$ cat src/rtl/synth_pkg.sv
// -----------------------------------------------------------------------------
// synth_pkg
// Shared types and constants for the synthesiser datapath: envelope state
// encoding, ROM address / sample widths, the offset-binary midpoint and the
// default phase-accumulator width.
// -----------------------------------------------------------------------------
package synth_pkg;

  typedef enum logic [1:0] {
    IDLE    = 2'd0,
    ATTACK  = 2'd1,
    SUSTAIN = 2'd2,
    RELEASE = 2'd3
  } env_state_t;

  localparam int             ADDR_BITS          = 10;
  localparam int             SAMPLE_BITS        = 8;
  localparam logic [7:0]     MIDPOINT           = 8'd128;
  localparam int             PHASE_BITS_DEFAULT = 24;

endpackage

$ cat src/rtl/sample_tick_gen.sv
// -----------------------------------------------------------------------------
// sample_tick_gen
// Free-running divider producing the audio sample-rate tick. The counter runs
// 0..CLOCK_DIV-1 and wraps; the tick is high for the whole cycle in which the
// count equals CLOCK_DIV-1, so the first tick after reset arrives on the
// CLOCK_DIV-th cycle.
//
// Ports:
//   i_clk   in   system clock
//   i_rst   in   synchronous active-high reset (count returns to 0)
//   o_tick  out  one-cycle sample tick, every CLOCK_DIV cycles
// -----------------------------------------------------------------------------
module sample_tick_gen #(
  parameter int CLOCK_DIV = 1042
) (
  input  logic i_clk,
  input  logic i_rst,
  output logic o_tick
);

  localparam int            CW   = (CLOCK_DIV > 1) ? $clog2(CLOCK_DIV) : 1;
  localparam logic [CW-1:0] LAST = CW'(CLOCK_DIV - 1);

  logic [CW-1:0] r_count;

  always_ff @(posedge i_clk) begin
    if (i_rst) begin
      r_count <= '0;
    end else if (r_count == LAST) begin
      r_count <= '0;
    end else begin
      r_count <= r_count + 1'b1;
    end
  end

  assign o_tick = (r_count == LAST);

endmodule

$ cat src/rtl/note_oscillator.sv
// -----------------------------------------------------------------------------
// note_oscillator
// DDS front end for the sine wavetable ROM. A phase accumulator advances by
// the tuning word on every sample tick and its top bits address the ROM. The
// ROM word returned one cycle later is re-centred around zero, scaled by a
// linear attack/sustain/release envelope amplitude and re-offset to produce
// one offset-binary sample per tick.
//
// Ports:
//   i_clk           in   system clock
//   i_rst           in   synchronous active-high reset
//   i_tuning_word   in   phase increment, sampled on tick cycles
//   i_note_start    in   one-cycle pulse: start / retrigger the note
//   i_note_stop     in   one-cycle pulse: release the note
//   o_address       out  ROM address (top bits of the phase register)
//   i_rom_data      in   ROM word for the address of the previous cycle
//   o_sample        out  scaled sample, offset binary, 128 = silence
//   o_sample_valid  out  one-cycle strobe, o_sample updated
//   o_busy          out  envelope is not IDLE
// -----------------------------------------------------------------------------
module note_oscillator
  import synth_pkg::*;
#(
  parameter int CLOCK_DIV    = 1042,
  parameter int PHASE_BITS   = PHASE_BITS_DEFAULT,
  parameter int ATTACK_STEP  = 8,
  parameter int RELEASE_STEP = 2
) (
  input  logic                   i_clk,
  input  logic                   i_rst,
  input  logic [PHASE_BITS-1:0]  i_tuning_word,
  input  logic                   i_note_start,
  input  logic                   i_note_stop,
  output logic [ADDR_BITS-1:0]   o_address,
  input  logic [SAMPLE_BITS-1:0] i_rom_data,
  output logic [SAMPLE_BITS-1:0] o_sample,
  output logic                   o_sample_valid,
  output logic                   o_busy
);

  // Offset-binary ROM word times unsigned amplitude, floored back to offset
  // binary. The 17-bit product covers -128*255 .. 127*255, so the result
  // spans 0..254 and never wraps.
  function automatic logic [SAMPLE_BITS-1:0] scale_sample(
    input logic [SAMPLE_BITS-1:0] data,
    input logic [7:0]             amp
  );
    logic signed [8:0]  c;
    logic signed [16:0] p;
    logic        [7:0]  s;
    c = $signed({1'b0, data}) - 9'sd128;
    p = 17'(c) * 17'($signed({1'b0, amp}));
    s = 8'(p >>> 8);
    return s + MIDPOINT;
  endfunction

  logic                  w_tick;
  env_state_t            r_state;
  logic [PHASE_BITS-1:0] r_phase;
  logic [7:0]            r_amp;
  logic [7:0]            w_amp_tick;
  logic [8:0]            w_att_sum;
  logic [8:0]            w_rel_diff;

  logic                  r_vld_p0;
  logic                  r_vld_p1;
  logic [7:0]            r_amp_p1;
  logic [SAMPLE_BITS-1:0] r_sample;
  logic                  r_sample_valid;

  sample_tick_gen #(
    .CLOCK_DIV (CLOCK_DIV)
  ) u_tick (
    .i_clk  (i_clk),
    .i_rst  (i_rst),
    .o_tick (w_tick)
  );

  // Amplitude the envelope would take on the next tick edge, saturating at
  // both ends. The ninth bit is the carry / borrow that signals saturation.
  always_comb begin
    w_att_sum  = {1'b0, r_amp} + 9'(ATTACK_STEP);
    w_rel_diff = {1'b0, r_amp} - 9'(RELEASE_STEP);
    w_amp_tick = r_amp;
    case (r_state)
      ATTACK:  w_amp_tick = w_att_sum[8]  ? 8'hFF : w_att_sum[7:0];
      RELEASE: w_amp_tick = w_rel_diff[8] ? 8'h00 : w_rel_diff[7:0];
      default: w_amp_tick = r_amp;
    endcase
  end

  // Envelope FSM, amplitude register and phase accumulator. Note events move
  // the state on any cycle; amplitude and phase move only on ticks. Start has
  // priority over stop, and both have priority over the amplitude-driven
  // transitions, so a retrigger keeps phase and amp running without a click.
  always_ff @(posedge i_clk) begin
    if (i_rst) begin
      r_state <= IDLE;
      r_amp   <= '0;
      r_phase <= '0;
    end else begin
      if (w_tick) begin
        r_amp   <= w_amp_tick;
        r_phase <= r_phase + i_tuning_word;
      end
      case (r_state)
        IDLE: begin
          // Phase stays parked at zero so every fresh note starts at address 0.
          r_phase <= '0;
          if (i_note_start) begin
            r_state <= ATTACK;
          end
        end
        ATTACK: begin
          if (i_note_start) begin
            r_state <= ATTACK;
          end else if (i_note_stop) begin
            r_state <= RELEASE;
          end else if (w_tick && (w_amp_tick == 8'hFF)) begin
            r_state <= SUSTAIN;
          end
        end
        SUSTAIN: begin
          if (i_note_start) begin
            r_state <= ATTACK;
          end else if (i_note_stop) begin
            r_state <= RELEASE;
          end
        end
        RELEASE: begin
          if (i_note_start) begin
            r_state <= ATTACK;
          end else if (w_tick && (w_amp_tick == 8'h00)) begin
            r_state <= IDLE;
            r_phase <= '0;
          end
        end
        default: begin
          r_state <= IDLE;
        end
      endcase
    end
  end

  // Align / scale pipeline. Valid bits are reset so a reset flushes any tick
  // still in flight.
  always_ff @(posedge i_clk) begin
    if (i_rst) begin
      r_vld_p0       <= 1'b0;
      r_vld_p1       <= 1'b0;
      r_amp_p1       <= '0;
      r_sample       <= MIDPOINT;
      r_sample_valid <= 1'b0;
    end else begin
      // p0: address and amp for this tick are in their registers.
      r_vld_p0 <= w_tick;
      // p1: ROM is registering the word; carry the tick's amp alongside it.
      r_vld_p1 <= r_vld_p0;
      if (r_vld_p0) begin
        r_amp_p1 <= r_amp;
      end
      // p2: ROM word available, scale and publish.
      r_sample_valid <= r_vld_p1;
      if (r_vld_p1) begin
        r_sample <= scale_sample(i_rom_data, r_amp_p1);
      end
    end
  end

  assign o_address      = r_phase[PHASE_BITS-1 -: ADDR_BITS];
  assign o_sample       = r_sample;
  assign o_sample_valid = r_sample_valid;
  assign o_busy         = (r_state != IDLE);

endmodule
$ cat config.mk
export PLATFORM = sky130hd
export DESIGN_NAME = note_oscillator
export DESIGN_NICKNAME = d
export VERILOG_FILES = /design/src/rtl/synth_pkg.sv /design/src/rtl/sample_tick_gen.sv /design/src/rtl/note_oscillator.sv
export SDC_FILE = /design/constraint.sdc
export NUM_CORES = 1
export LEC_CHECK = 0
export BUFFER_PORTS_ARGS = -buffer_cell sky130_fd_sc_hd__clkbuf_2
export CORE_MARGIN = 2
export CORE_UTILIZATION = 30
export CTS_CLUSTER_DIAMETER = 30
export DETAILED_ROUTE_END_ITERATION = 12
export PLACE_DENSITY = 0.54
export SYNTH_ARGS = -nofsm -noshare
export SYNTH_HDL_FRONTEND = slang
export SYNTH_SLANG_ARGS = --single-unit
$ cat constraint.sdc
create_clock -name i_clk -period 6.7 [get_ports i_clk]
set_clock_uncertainty 0.05 [all_clocks]
set_input_delay 0.67 -clock i_clk [delete_from_list [all_inputs] [get_ports i_clk]]
set_output_delay 0.67 -clock i_clk [all_outputs]
set_load 0.02 [all_outputs]
==> results of run 1 <==
[stage by stage]
stage	power [mW]	area, um2	instances	hold slack (ns)
6_report	0.970	7240	1085	0.412
2_1_floorplan	0.462	6520	773	0.382
4_1_cts	0.987	7240	1085	0.412
3_5_place_dp	0.490	6940	1069	0.403
5_1_grt	1.01	7240	1085	0.431
3_3_place_gp	0.491	6940	1069	0.397
[routing by layer]
metal / vias up / global-route usage (%)
met4: 0 / 3.74
met5: - / 0
li1: 2635 / -
met3: 12 / 2.01
met1: 2420 / 18.4
met2: 76 / 21.9
[synthesized netlist by cell type, drive strengths merged, types with 3 or more instances]
library cell	count
inv	104
nor2	68
nand2	67
dfxtp	64
ha	61
a21oi	53
fa	52
and2	39
xnor2	31
buf	23
nand3	18
o21ai	18
mux2i	17
nand2b	13
xor2	13
clkbuf	12
a211oi	11
nor3	11
nor2b	10
o21bai	8
a21o	6
nand4	5
a22oi	4
a31oi	4
nor3b	4
o2111ai	4
o31ai	4
a41oi	3
and4	3
o21a	3
or2	3
[cells by family (layout without fill, tap and decap cells)]
family                   count (synthesis)  count (layout)  synth area share, %
AND/OR/NAND/NOR                        254             254                 19.9
AO/OA/AOI/OAI                          142             142                 15.0
buffers and inverters                  139             176                 9.24
adder cells (fa/ha/maj)                113             113                 27.7
flip-flops                              64              64                 19.6
XOR/XNOR                                44              44                 5.91
multiplexers                            17              17                 2.61
[cell usage in the layout (no fill, tap or decap), drive strengths merged, types with 4 or more instances in the layout]
cell	count
a211oi	11
a21o	6
a21oi	53
a22oi	4
a31oi	4
and2	39
clkbuf	65
dfxtp	64
fa	52
ha	61
inv	105
mux2i	17
nand2	67
nand2b	13
nand3	18
nand4	5
nor2	68
nor2b	10
nor3	11
nor3b	4
o2111ai	4
o21ai	18
o21bai	8
o31ai	4
xnor2	31
xor2	13
[worst paths after layout]
| kind | startpoint | to | slack, ns | depth (start not counted) |
|---|---|---|---|---|
| min | r_phase[8] | r_phase[8] | 0.41 | 2 |
| max reg2reg | r_amp_p1[0] | o_sample[7] | 1.76 | 16 |
| min reg2reg | r_phase[8] | r_phase[8] | 0.41 | 2 |
| max | r_amp_p1[0] | o_sample[7] | 1.76 | 16 |
[final cells by class]
class / count / area [um2]
well taps: 275 / 344
multi-input cells: 570 / 4640
clock inverters: 6 / 67.6
fillers: 2222 / 13900
inverters: 104 / 390
flip-flops and latches: 64 / 1280
repair buffers: 56 / 283
clock buffers: 10 / 239
[power by group through the flow]
stage	Clock, mW	Combinational (mW)	Sequential (mW)
after detailed placement	0	0.0950	0.395
after global placement	0	0.0956	0.395
after global routing	0.520	0.106	0.387
after floorplan	0	0.0678	0.394
final	0.488	0.0950	0.387
after CTS	0.505	0.0958	0.386
[sequential cells by signal (all words and copies together) (netlist names)]
name            cells
o_sample            8
o_sample_valid      1
r_vld_p0            1
r_vld_p1            1
r_amp               8
u_tick.r_count     11
r_phase            24
r_state             2
r_amp_p1            8
[worst reg2reg max path: stages, from the launching register on]
cell and delay, ns:
dfxtp_1 0.57, nand2b_1 0.26, fa_1 0.55, fa_1 0.55, inv_1 0.05, fa_1 0.48, inv_1 0.06, fa_1 0.52
inv_1 0.04, ha_1 0.32, a21o_1 0.19, a41oi_1 0.36, o2111ai_1 0.23, a21oi_1 0.26, o21bai_1 0.11, xnor2_1 0.14
a21oi_1 0.07
==> flow_summary.json, run 1 <==
{
  "status": "completed",
  "antenna_found_initial": 0,
  "setup-tns-final_ns": 0,
  "ys_seq_elements": 64,
  "track_usage_pct": 13.4,
  "met2_length_um": 6850,
  "clkPwrFrac_pct": 50.4,
  "worst-path-buf-inv": 3,
  "nets": 954,
  "min_period_ns": 4.94,
  "clk_latency_ns": 0.34,
  "overflow": 0,
  "p_int_mw": 0.718,
  "irDropWorstVdd_mv": 0.0925,
  "yosysTopAreaCell": "dfxtp_1",
  "slowest_delay_ns": 0.57,
  "die-area_mm2": 0.0229,
  "core_mm2": 0.0212,
  "startpoint_type": "flop",
  "yosysWarnings": 0,
  "cts_buffers": 9,
  "die_x_um": 151,
  "diodes": 0,
  "cts.clk_slew.worst_paths_ns": 0.06,
  "netSwitchingPower_mw": 0.252,
  "power_density_mw_per_mm2": 134,
  "synth_cell_type_count": 67,
  "critPathKind": "reg -> reg",
  "postSynthAreaPerCell_um2": 8.44,
  "wire_per_inst_um": 13.3,
  "wl_met1_um": 6910,
  "synth_area_mm2": 0.00652,
  "endpoint_kind": "flop",
  "gp_congestion": 0.821,
  "path_cells": "nand2b_1 > fa_1 > fa_1 > inv_1 > fa_1 > inv_1 > fa_1 > inv_1 > ha_1 > a21o_1 > a41oi_1 > o2111ai_1 > a21oi_1 > o21bai_1 > xnor2_1 > a21oi_1",
  "fin_crit_sh_pct": 73.7,
  "dp_slack_ns": 1.46,
  "wirelength_um": 14400,
  "critPathSlowestCell": "dfxtp_1",
  "portBuffers": 55,
  "drv_slew": 0,
  "drc": 0,
  "setup_viol": 0,
  "wl_met3_um": 463,
  "arrival_ns": 5.10,
  "post_cts_buffers": 0,
  "grt_pass1_wl_um": 24600,
  "synthToLayoutAreaGrowth_pct": 11.0,
  "cts-root-buf": "clkbuf_16",
  "rows": 53,
  "cts_sinks": 64,
  "cts-htree-levels": 3,
  "cpMostUsedCell": "fa_1",
  "final_layout_size_suffix_gt1_share_pct": 11.6,
  "post-route-util_pct": 34.2,
  "fmax_mhz": 203,
  "synth_seq_area_share_pct": 19.6,
  "top_layer": "met4",
  "io_pins": 56,
  "synthArstFlopShare_pct": 0,
  "synthTopCellsByArea": "dfxtp_1 (20%), fa_1 (16%), ha_1 (12%)",
  "initial_core_util_pct": 30.8,
  "rsz0062_at_grt": "false",
  "die_y_um": 151,
  "critPathMaxFanout": 8,
  "postCtsHoldBufs": 0,
  "synth_top_cell_area_share_pct": 19.6,
  "cts_resized": 0,
  "setup_slack_ns": 1.76,
  "worstMarginPinSlew_ns": 1.08,
  "route.vias.total": 5143,
  "grt_pass1_vias": 5036,
  "cts_buffer_depth": 2,
  "share_comb_of_total_power_pct": 9.8,
  "power.leakage_nw": 3.20,
  "maxSlewHeadroom_pct": 27.8,
  "worstPathRequired_ns": 6.87,
  "seqPwrFrac_pct": 39.9,
  "synth_nets": 922,
  "drt_iter0_drc": 222,
  "final-hold-violation-count": 0,
  "ys.flop_type": "dfxtp_1",
  "drv_cap": 0,
  "cts_tree": "built",
  "cp_top_family": "adder cells",
  "synth_edf_count": 0,
  "grt_max_degree": 38,
  "first_pass_iters": 4,
  "dp_hpwl_um": 10900,
  "hold_path.class": "reg -> reg",
  "synthCells": 773,
  "antenna_left": 0,
  "swShare_pct": 25.9,
  "avgViaCountPerCell": 4.74
}
Power figures use the tool's default switching activity.
==> run 2: changes to the inputs <==
--- a/config.mk
+++ b/config.mk
@@ -5,6 +5,7 @@
 export SDC_FILE = /design/constraint.sdc
 export NUM_CORES = 1
 export LEC_CHECK = 0
+export ABC_AREA = 1
 export BUFFER_PORTS_ARGS = -buffer_cell sky130_fd_sc_hd__clkbuf_2
 export CORE_MARGIN = 2
 export CORE_UTILIZATION = 30
==> constraint.sdc (replaced) <==
create_clock -name i_clk -period 4.8 [get_ports i_clk]
set_clock_uncertainty 0.05 [all_clocks]
set_input_delay 0.48 -clock i_clk [delete_from_list [all_inputs] [get_ports i_clk]]
set_output_delay 0.48 -clock i_clk [all_outputs]
set_load 0.02 [all_outputs]
==> flow_summary.json, run 2 <==
{
  "grt_pass1_vias": 5968,
  "irDropWorstVdd_mv": 0.168,
  "hold_path.class": "reg -> reg",
  "worstMarginPinSlew_ns": 0.943,
  "cts_resized": 0,
  "antenna_left": 0,
  "grt_pass1_wl_um": 29100,
  "synthCells": 991,
  "yosysWarnings": 0,
  "cts.clk_slew.worst_paths_ns": 0.06,
  "synth_seq_area_share_pct": 18.5,
  "die_x_um": 156,
  "overflow": 0,
  "synth_cell_type_count": 46,
  "r2r_slack_ns": 0.31,
  "drv_slew": 0,
  "synth_nets": 1140,
  "min_period_ns": 4.49,
  "r2r-start": "r_amp_p1[2]",
  "route.vias.total": 6104,
  "yosys-mux-area-fraction_pct": 0,
  "status": "completed",
  "clk_latency_ns": 0.34,
  "track_usage_pct": 14.9,
  "core_mm2": 0.0226,
  "diodes": 0,
  "postLayoutCellArea_mm2": 0.00773,
  "final_layout_size_suffix_gt1_share_pct": 11.5,
  "cts-htree-levels": 3,
  "min_from": "u_tick.r_count[0]",
  "post-route-util_pct": 34.1,
  "power_density_mw_per_mm2": 194,
  "cts_buffer_depth": 2,
  "drt_iter0_drc": 288,
  "reg2regPathDepth": 15,
  "critPathSlowestCell": "fa_1",
  "whs_ns": 0.418,
  "drc": 0,
  "worst-path-buf-inv": 3,
  "place_area_mm2": 0.00742,
  "setup_viol": 0,
  "cts-root-buf": "clkbuf_16",
  "cts_buffers": 9,
  "seq_area_mm2": 0.00128,
  "r2r-end": "o_sample[7]",
  "synth_common_cells": "inv_1 (209), nand2_1 (191), nor2_1 (88), a21oi_1 (68), dfxtp_1 (64)",
  "largest_register_ffs": 24,
  "drv_cap": 0,
  "cpMostUsedCell": "fa_1",
  "portBuffers": 55,
  "wire_per_inst_um": 13.2,
  "synth_edf_count": 0,
  "path_cells": "nand2_1 > fa_1 > inv_1 > fa_1 > fa_1 > inv_1 > fa_1 > inv_1 > ha_1 > a21oi_1 > o21ai_0 > a211oi_1 > nand3_1 > nand2_1 > o21ai_0",
  "first_pass_iters": 5,
  "synth_top_family_by_area": "adder cells",
  "gp_congestion": 0.874,
  "yosysTopAreaCell": "dfxtp_1",
  "wirelength_um": 17300,
  "antenna_found_initial": 0,
  "ys.flop_type": "dfxtp_1",
  "avgViaCountPerCell": 4.63,
  "layout_commonest_cell": "inv_1",
  "die-area_mm2": 0.0243,
  "regMostFlops": "r_phase",
  "arrival_ns": 4.67,
  "whs_path_depth": 1,
  "synthArstFlopShare_pct": 0,
  "cts_sinks": 64,
  "io_pins": 56,
  "synth-compound-area-share_pct": 12.4,
  "synth_area_mm2": 0.00692,
  "synthTopCellsByArea": "dfxtp_1 (19%), fa_1 (15%), inv_1 (11%)",
  "postCtsHoldBufs": 0,
  "grt_max_degree": 25,
  "fin_crit_sh_pct": 93.6,
  "startpoint_type": "flop",
  "rows": 55,
  "cp_top_family": "adder cells",
  "nets": 1177,
  "critPathMaxFanout": 9,
  "layout_common_cells": "inv_1 (209), nand2_1 (191), nor2_1 (88)",
  "endpoint_kind": "flop",
  "post-place-cells": 1302,
  "worstPathRequired_ns": 4.97,
  "post_cts_buffers": 0,
  "yosys.area_share.simple_pct": 25.4,
  "synthToLayoutAreaGrowth_pct": 11.6,
  "synth_top_cell_area_share_pct": 18.5,
  "hold_end": "u_tick.r_count[0]",
  "fill_cells": 2425,
  "die_y_um": 156,
  "final-hold-violation-count": 0,
  "power.leakage_nw": 4.09,
  "ys_seq_elements": 64,
  "postSynthAreaPerCell_um2": 6.98,
  "yosys.area_share.xor_xnor_pct": 3.29,
  "synth.most_common_cell": "inv_1",
  "rsz0062_at_grt": "false",
  "maxSlewHeadroom_pct": 37.1,
  "top_regs": "r_phase: 24 flops, u_tick.r_count: 11 flops",
  "multi_input_area_mm2": 0.00465,
  "slowest_delay_ns": 0.56,
  "startpoint": "r_amp_p1[2]",
  "cts_tree": "built",
  "final_cells": 1318,
  "setup-tns-final_ns": 0,
  "critPathKind": "reg -> reg",
  "fmax_mhz": 222,
  "dp_hpwl_um": 14000,
  "initial_core_util_pct": 30.6,
  "synth_adder_area_share_pct": 26.1
}
[run 2: cell types whose count changed after synthesis, moves of 21 or more]
| cell | change |
|---|---|
| nand2_1 | +124 |
| o21ai_0 | +23 |
| nand3_1 | +23 |
| xnor2_1 | -21 |
| a21oi_1 | +25 |
| inv_1 | +105 |
| and2_1 | -39 |
[run 2: layout make-up]
cell class,instances,share of cell area (%)
flip-flops and latches,64,16.6
clock inverters,6,0.874
clock buffers,10,3.09
repair buffers,62,4.24
inverters,215,10.4
well taps,285,4.61
multi-input cells,676,60.2
[run 2: per-layer routing]
metal  part of all wire [%]  wire, um  vias up  track usage, %
met5                      0         0        -               0
li1                       -         -     3162               -
met1                     47      8230     2834            19.6
met3                    4.3       747       12            3.31
met2                     47      8180       96            25.1
met4                    1.0       181        0            3.06
[run 2: cell families after synthesis]
family | after synthesis
buffers and inverters | 251
AOI/OAI and AO/OA | 151
adders and majority gates | 113
xor gates and xnor gates | 26
DFF | 64
and+or+nand+nor | 386
[run 2: worst max path at each step]
| stage | slack, ns | endpoint | depth (start not counted) |
|---|---|---|---|
| after global routing | 0.01 | o_sample[5] | 17 |
| after detailed placement | 0.16 | o_sample[6] | 22 |
| after CTS | 0.33 | o_sample[7] | 15 |
| after global placement | 0.20 | o_sample[5] | 21 |
| after floorplan | 0.41 | o_sample[6] | 23 |
| final | 0.31 | o_sample[7] | 15 |
[run 2: metrics by stage]
step                      worst slack (ns)  power, mW
after floorplan                      0.409      0.750
after global placement               0.198      0.827
after detailed placement             0.158      0.827
after CTS                            0.329       1.52
after global routing                0.0107       1.58
final                                0.305       1.50
[run 2: report_power, final]
part | internal, mW | switching, mW
Clock | 0.418 | 0.268
Sequential | 0.538 | 0.00714
Combinational | 0.0823 | 0.186
Total | 1.04 | 0.461
